## src/rtl/vga_pkg.sv

```systemverilog
// Shared VGA types and defaults.
// Used by the sprite blitter and its scan counter.
package vga_pkg;

  localparam int COLOR_W = 3;
  localparam logic [COLOR_W-1:0] TRANSPARENT = 3'b000;
  localparam int SCREEN_X = 160;
  localparam int SCREEN_Y = 120;

  typedef enum logic [1:0] {
    IDLE  = 2'd0,
    SCAN  = 2'd1,
    DRAIN = 2'd2
  } state_t;

endpackage

```

## src/rtl/blit_scan_counter.sv

```systemverilog
// Row-major sprite-local pixel counter.
// Walks sx across a row, then steps sy; wraps after the last pixel.
module blit_scan_counter #(
  parameter int SPR_WX   = 4,
  parameter int SPR_WY   = 4,
  parameter int SPRITE_W = 16,
  parameter int SPRITE_H = 16
) (
  input  logic              clk,
  input  logic              reset,
  input  logic              clr,
  input  logic              en,
  output logic [SPR_WX-1:0] sx,
  output logic [SPR_WY-1:0] sy,
  output logic              last
);

  localparam logic [SPR_WX-1:0] XMAX = SPR_WX'(SPRITE_W - 1);
  localparam logic [SPR_WY-1:0] YMAX = SPR_WY'(SPRITE_H - 1);

  assign last = (sx == XMAX) && (sy == YMAX);

  // Advance one pixel per enabled cycle, wrapping to (0,0) after the last.
  always_ff @(posedge clk) begin
    if (reset || clr) begin
      sx <= '0;
      sy <= '0;
    end else if (en) begin
      if (sx == XMAX) begin
        sx <= '0;
        sy <= last ? '0 : sy + SPR_WY'(1);
      end else begin
        sx <= sx + SPR_WX'(1);
      end
    end
  end

endmodule

```

## src/rtl/sprite_blitter.sv

```systemverilog
// Sprite blitter: scans a sprite ROM and plots it at a screen origin.
// Handles mirroring, transparent skipping and screen-edge clipping.
module sprite_blitter #(
  parameter int WIDTH_X  = 8,
  parameter int WIDTH_Y  = 7,
  parameter int SCREEN_X = vga_pkg::SCREEN_X,
  parameter int SCREEN_Y = vga_pkg::SCREEN_Y,
  parameter int SPR_WX   = 4,
  parameter int SPR_WY   = 4,
  parameter int SPRITE_W = 16,
  parameter int SPRITE_H = 16,
  parameter int COLOR_W  = vga_pkg::COLOR_W,
  parameter logic [COLOR_W-1:0] TRANSPARENT = vga_pkg::TRANSPARENT
) (
  input  logic               clk,
  input  logic               reset,
  input  logic               start,
  input  logic [WIDTH_X-1:0] origin_x,
  input  logic [WIDTH_Y-1:0] origin_y,
  input  logic               flip_x,
  output logic               busy,
  output logic               done,
  output logic [SPR_WX-1:0]  rom_x,
  output logic [SPR_WY-1:0]  rom_y,
  input  logic [COLOR_W-1:0] rom_color,
  output logic [WIDTH_X-1:0] vga_x,
  output logic [WIDTH_Y-1:0] vga_y,
  output logic [COLOR_W-1:0] vga_color,
  output logic               vga_plot
);

  import vga_pkg::*;

  localparam logic [SPR_WX-1:0] XMAX = SPR_WX'(SPRITE_W - 1);
  localparam logic [WIDTH_X:0] SCR_X = (WIDTH_X + 1)'(SCREEN_X);
  localparam logic [WIDTH_Y:0] SCR_Y = (WIDTH_Y + 1)'(SCREEN_Y);

  state_t state, state_nx;
  logic accept, scan_en, last;
  logic [SPR_WX-1:0] sx, s1_sx;
  logic [SPR_WY-1:0] sy, s1_sy;
  logic [WIDTH_X-1:0] ox;
  logic [WIDTH_Y-1:0] oy;
  logic flip;
  logic s1_valid, s1_last;
  logic [WIDTH_X:0] px;
  logic [WIDTH_Y:0] py;
  logic hit;

  blit_scan_counter #(
    .SPR_WX  (SPR_WX),
    .SPR_WY  (SPR_WY),
    .SPRITE_W(SPRITE_W),
    .SPRITE_H(SPRITE_H)
  ) u_cnt (
    .clk  (clk),
    .reset(reset),
    .clr  (accept),
    .en   (scan_en),
    .sx   (sx),
    .sy   (sy),
    .last (last)
  );

  assign busy  = (state != IDLE);
  assign rom_x = flip ? XMAX - sx : sx;
  assign rom_y = sy;

  // Next state; a draw may chain straight off the done cycle.
  always_comb begin
    state_nx = state;
    accept   = 1'b0;
    scan_en  = 1'b0;
    unique case (state)
      IDLE: begin
        accept = start;
      end
      SCAN: begin
        scan_en = 1'b1;
        if (last) state_nx = DRAIN;
      end
      DRAIN: begin
        if (done) begin
          accept   = start;
          state_nx = IDLE;
        end
      end
      default: state_nx = IDLE;
    endcase
    if (accept) state_nx = SCAN;
  end

  // State register.
  always_ff @(posedge clk) begin
    if (reset) state <= IDLE;
    else       state <= state_nx;
  end

  // Capture draw parameters on the accepting edge.
  always_ff @(posedge clk) begin
    if (reset) begin
      ox   <= '0;
      oy   <= '0;
      flip <= 1'b0;
    end else if (accept) begin
      ox   <= origin_x;
      oy   <= origin_y;
      flip <= flip_x;
    end
  end

  // Stage 1: align scan position with the ROM read latency.
  always_ff @(posedge clk) begin
    if (reset) begin
      s1_valid <= 1'b0;
      s1_last  <= 1'b0;
      s1_sx    <= '0;
      s1_sy    <= '0;
    end else begin
      s1_valid <= (state == SCAN);
      s1_last  <= last;
      s1_sx    <= sx;
      s1_sy    <= sy;
    end
  end

  assign px  = {1'b0, ox} + (WIDTH_X + 1)'(s1_sx);
  assign py  = {1'b0, oy} + (WIDTH_Y + 1)'(s1_sy);
  assign hit = s1_valid && (rom_color != TRANSPARENT)
            && (px < SCR_X) && (py < SCR_Y);

  // Stage 2: plot port; coordinates/colour hold on skipped pixels.
  always_ff @(posedge clk) begin
    if (reset) begin
      vga_plot  <= 1'b0;
      done      <= 1'b0;
      vga_x     <= '0;
      vga_y     <= '0;
      vga_color <= '0;
    end else begin
      vga_plot <= hit;
      done     <= s1_valid && s1_last;
      if (hit) begin
        vga_x     <= px[WIDTH_X-1:0];
        vga_y     <= py[WIDTH_Y-1:0];
        vga_color <= rom_color;
      end
    end
  end

endmodule

```

## config.mk

```make
export PLATFORM = sky130hd
export DESIGN_NAME = sprite_blitter
export DESIGN_NICKNAME = d
export VERILOG_FILES = /design/src/rtl/vga_pkg.sv /design/src/rtl/blit_scan_counter.sv /design/src/rtl/sprite_blitter.sv
export SDC_FILE = /design/constraint.sdc
export NUM_CORES = 1
export LEC_CHECK = 0
export CAP_MARGIN = 5
export CORE_MARGIN = 2
export CORE_UTILIZATION = 30
export DETAILED_ROUTE_END_ITERATION = 12
export GPL_TIMING_DRIVEN = 0
export SLEW_MARGIN = 20
export SYNTH_ARGS = -nofsm -noshare
export SYNTH_HDL_FRONTEND = slang
export SYNTH_HIERARCHICAL = 1
export SYNTH_SLANG_ARGS = --single-unit
```

## constraint.sdc

```tcl
create_clock -name clk -period 2.6 [get_ports clk]
set_input_delay 0.78 -clock clk [delete_from_list [all_inputs] [get_ports clk]]
set_output_delay 0.78 -clock clk [all_outputs]
set_load 0.1 [all_outputs]
```

Yosys cells after proc, flatten, opt, wreduce, memory -nomap -nowiden
Index checks and enable logic that the tools add are counted.
{"block": "classes", "addsub": 5, "multipliers": 0, "n_mux": 10, "n_lt_le_gt_ge": 2, "bitwise": 1, "n_reduce_logical": 13, "n_shift": 0, "n_eq_ne": 9, "div": 0}
{"cell": "$mux W4", "count": 3}
{"cell": "$add A8 B4 Y9", "count": 1}
{"cell": "$lt A9 B8 Y1 const B", "count": 1}
{"cell": "$add A4 B1 Y4 const B", "count": 2}
{"cell": "$add A7 B4 Y8", "count": 1}
{"cell": "$eq A4 B4 Y1 const B", "count": 2}
{"cell": "$lt A8 B7 Y1 const B", "count": 1}
{"cell": "$ne A3 B2 Y1 const B", "count": 2}
{"cell": "$pmux W2 S3", "count": 1}
{"cell": "$reduce_and A3 Y1", "count": 2}
{"cell": "$logic_and A1 B1 Y1", "count": 5}
{"cell": "$mux W2", "count": 2}
{"cell": "$ne A2 B2 Y1 const B", "count": 2}
{"cell": "$sub A4 B4 Y4 const A", "count": 1}
{"cell": "$mux W1", "count": 3}
{"cell": "$reduce_bool A3 Y1", "count": 1}
{"cell": "$eq A2 B1 Y1 const B", "count": 1}
{"cell": "$eq A2 B2 Y1 const B", "count": 1}
{"cell": "$logic_not A2 Y1", "count": 1}
{"cell": "$ne A2 B1 Y1 const B", "count": 1}
{"cell": "$pmux W1 S2", "count": 1}
{"cell": "$reduce_and A2 Y1", "count": 1}
{"cell": "$reduce_bool A2 Y1", "count": 1}
{"cell": "$reduce_or A2 Y1", "count": 1}
{"cell": "2 further kinds", "count": 2}
{"block": "word_totals", "romBits": 0, "inputBits": 22, "latchBits": 0, "register_bits": 56, "ram_bits": 0, "memories": 0}

Depth between registers and ports, before layout
{"block": "depth", "word_depth": 5, "ltp_mapped": 10, "ltp_nobuf": 9}

By module
The synthesis kept the hierarchy.
{"module": "sprite_blitter", "seq_area_each_um2": 960.9, "cells_per_inst": 240, "instances": 1, "area_each_um2": 2104.5}
{"module": "blit_scan_counter", "seq_area_each_um2": 160.2, "cells_per_inst": 44, "instances": 1, "area_each_um2": 375.4}

Least setup slack after synthesis
Ideal clock, no wire load.
{"block": "synth_path", "path_kind": "register to output", "from": "register flip", "to": "output port rom_x[0]", "n_path_buf": 1, "stages_incl_launch_ff": 3, "t_arrival_ps": 1977, "path_slack_ps": -157, "required_ps": 1820, "path_cell_list": "dfxtp_1 clkbuf_1 xor2_1"}
{"block": "synth_between", "elab_chain_len": 1}
{"element": "start, declared", "line_no": "sprite_blitter.sv:44", "rtl": "logic flip;"}
{"element": "start signal, assigned", "line_no": "sprite_blitter.sv:108", "rtl": "flip <= flip_x;"}
{"element": "$mux W4", "line_no": "sprite_blitter.sv:66", "rtl": "assign rom_x = flip ? XMAX - sx : sx;"}
{"element": "end, declared", "line_no": "sprite_blitter.sv:23", "rtl": "output logic [SPR_WX-1:0] rom_x,"}
Every way passes these cells.

Final worst setup path
{"block": "layout_path", "from": "register vga_x[7]", "to": "output port vga_x[7]"}
{"element": "start, declared", "line_no": "sprite_blitter.sv:26", "rtl": "output logic [WIDTH_X-1:0] vga_x,"}
{"element": "start signal, assigned", "line_no": "sprite_blitter.sv:144", "rtl": "vga_x <= px[WIDTH_X-1:0];"}
No word-level cell between the ends.

==> flow_summary.ini <==
[route]
via_per_inst = 4.84
wl_per_cell_um = 13.3
drt_wl_total_um = 6100
drt_iter0_drc = 95
vias = 2217
first_pass_iters = 4
drc_errors = 0
ant_nets = 0

[finish]
insertedDiodeCount = 0
final_cell_mix = 55 x dfxtp_1, 41 x a21oi_1, 40 x nand2_1
regArea_um2 = 1120
fillCellCount = 813
layout_commonest_cell = dfxtp_1
drive_above_1_share_pct = 13.0
nets = 386
multiInputGateArea_um2 = 1340
areaGrowthSynthToFinish_pct = 36.1

[clock_network]
clock_path_buffers = 2
clkTransAtPathRegs_ns = 0.09
cts_root_buffer = clkbuf_8
cts_buffers = 5
clock_latency_ns = 0.30
tritoncts = built
hold_buffers = 0
cts.sinks = 56
htreeDepth = 2

[run_status]
status = complete, no violations

[worst_setup_path]
crit_path_top_delay_cell = clkdlybuf4s50_1
reg2reg_slack_ns = 0.10
critical_path_required_ns = 1.82
worstSetupPathType = reg -> out
worst_path_largest_cell_delay_ns = 1.13
cp_max_fo = 2
r2r_end = vga_x[4]
path_buf_inv = 1
arrival_ns = 1.77
end_kind = primary output
critPathTopFamily = buffers and inverters
worstSetupStartpointType = flop
cp_cell_sequence = clkdlybuf4s50_1
r2r_cells = 8
r2r-start = ox[0]

[flow_run]
maxCapViolCount = 0

[die]
die_x_um = 94.9
floorplan.initialDensity_pct = 30.5
core_um2 = 8130
num_rows = 33
dieArea_um2 = 9010
die_y_um = 94.9
io_pins = 51

[placement]
dp_hpwl_um = 4480
pre_cts_ws_ns = -0.466
portBuffers = 50
gp_congestion = 0.851

[worst_hold_path]
min_to = ox[0]
hp-class = reg -> reg
min_from = ox[0]
hold_depth = 2

[power_and_ir_drop]
pwr-share-comb_pct = 20.0
ir_drop_mv = 0.285
power.density_nw_per_um2 = 518
power_switching_w = 0.000522
p_clk_share_pct = 27.6
leakagePower_nw = 1.45
p_sw_share_pct = 29.9
p_seq_share_pct = 52.4
cell_internal_pwr_w = 0.00122

[synth]
netlist_top_cells_area = dfxtp_1 45%, a21oi_1 8.5%, nand2_1 6.1%
syn_inst = 284
yosysSeqAreaShare_pct = 45.2
synth-seq-cells = 56
yosysUniqueCellTypes = 41
ys.warnings.count = 6
syn_area_per_cell_um2 = 8.73
yosysTopAreaCellShare_pct = 45.2
syn_nets = 318
synthesis.area_um2 = 2480
netlist.top_cell.by_area = dfxtp_1

[timing]
layout_setup_ws_ns = 0.0499
maxSlewViolCount = 0
finClkSkew_ns = 0.00759
setup_viol = 0
relSlewSlack_pct = 34.8
worst_slew_pin_slew_ns = 0.976
fin_crit_sh_pct = 98.1
timing.fmax_mhz = 392
hold_viol = 0
fin_crit_ns = 2.55
holdWs_ns = 0.463

[grt]
grt-ovfl-total = 0
grt_pass1_wl_um = 9690
first_global_vias = 2001
grt_usage_pct = 13.7
antenna_found_initial = 0
grt_start_max_net_pins = 16
[power by group through the flow]
stage	logic, W	registers [W]	clock network (W)
final	0.000350	0.000915	0.000482
after global routing	0.000371	0.000920	0.000526
after CTS	0.000338	0.000915	0.000495
after detailed placement	0.000331	0.000934	0
after global placement	0.000329	0.000933	0
after floorplan	0.000152	0.00101	0
[layer usage]
layer  up-vias  wire [um]  track usage (%)
met2        57       2790             22.2
met4         0         48             3.99
li1       1127          -                -
met5         -          0                0
met3         4        346             2.87
met1      1029       2920             18.4
[cell usage after synthesis]
library cell   n
nor3_1         2
inv_1          6
or4_1          1
and4_4         1
and3_1         3
o221a_2        1
nand2b_1       4
o21bai_1       1
a211oi_2       2
a211oi_1       7
a21o_1         3
o31ai_1        1
nand2_1       40
o21ai_0       18
clkinv_1       1
a311oi_1       1
or2_2          3
buf_1          1
nand4_1        2
xor2_1         9
mux2i_1        1
nor2b_1       11
nand3b_1       2
xnor2_1        6
a211o_1        1
nor4_1         1
clkbuf_1      11
a31oi_1        1
a41oi_1        1
mux2_4         1
a21oi_1       42
or3_1          2
ha_1          10
a2bb2oi_1      1
nand3_1       15
buf_2          1
and2_1         2
nor2_1         9
fa_1           2
dfxtp_1       56
a2bb2oi_2      1
[through the flow]
step	util (%)	instances	total power, W	TNS (ns)	cell area [um^2]
6_report	41.5	458	0.00175	0	3370
5_1_grt	41.5	458	0.00182	-0.00928	3370
4_1_cts	40.3	451	0.00175	0	3280
3_5_place_dp	38.3	439	0.00126	-7.59	3110
3_3_place_gp	38.3	439	0.00126	-7.69	3110
2_1_floorplan	-	284	0.00116	-0.626	2480
[cell type report]
| class | count | area share (%) |
|---|---|---|
| Clock buffer | 8 | 2.67 |
| Inverter | 7 | 0.816 |
| Multi-Input combinational cell | 208 | 39.8 |
| Sequential cell | 56 | 33.3 |
| Timing Repair Buffer | 61 | 17.9 |
| Tap cell | 105 | 3.89 |
| Buffer | 13 | 1.63 |
[sequential cells by signal (all words and copies together), names as in the netlist, 2 cells and up]
name       cells
ox             8
vga_x          8
oy             7
vga_y          7
s1_sx          4
s1_sy          4
u_cnt/sx       4
u_cnt/sy       4
vga_color      3
state          2
[repair_timing]
action	4_1_cts	5_1_grt
setup buffers	4	7
pin swaps	6	5
endpoints found under the setup margin	37	23
gates resized for setup	33	18
[how the worst max path moves through the flow]
stage             start     endpoint  slack, ns  cells after the start
2_1_floorplan      flip     rom_x[0]      -0.16                      2
3_3_place_gp      start  u_cnt/sy[3]      -0.44                      7
3_5_place_dp      start  u_cnt/sy[3]      -0.47                      7
4_1_cts           ox[0]     vga_x[4]      0.008                      8
5_1_grt           start  u_cnt/sy[3]     -0.009                      7
6_report       vga_x[7]     vga_x[7]       0.05                      1
[cell families (layout without fill, tap and decap cells)]
logic type / after synthesis / after routing / share of synthesized area [%]
compound gates: 81 / 81 / 19.5
xor+xnor: 15 / 15 / 5.30
fa+ha+maj: 12 / 12 / 6.66
buf+inv: 20 / 89 / 3.08
flops: 56 / 56 / 45.2
mux: 2 / 2 / 1.01
simple gates: 98 / 98 / 19.3
Power figures use the tool's default switching activity.
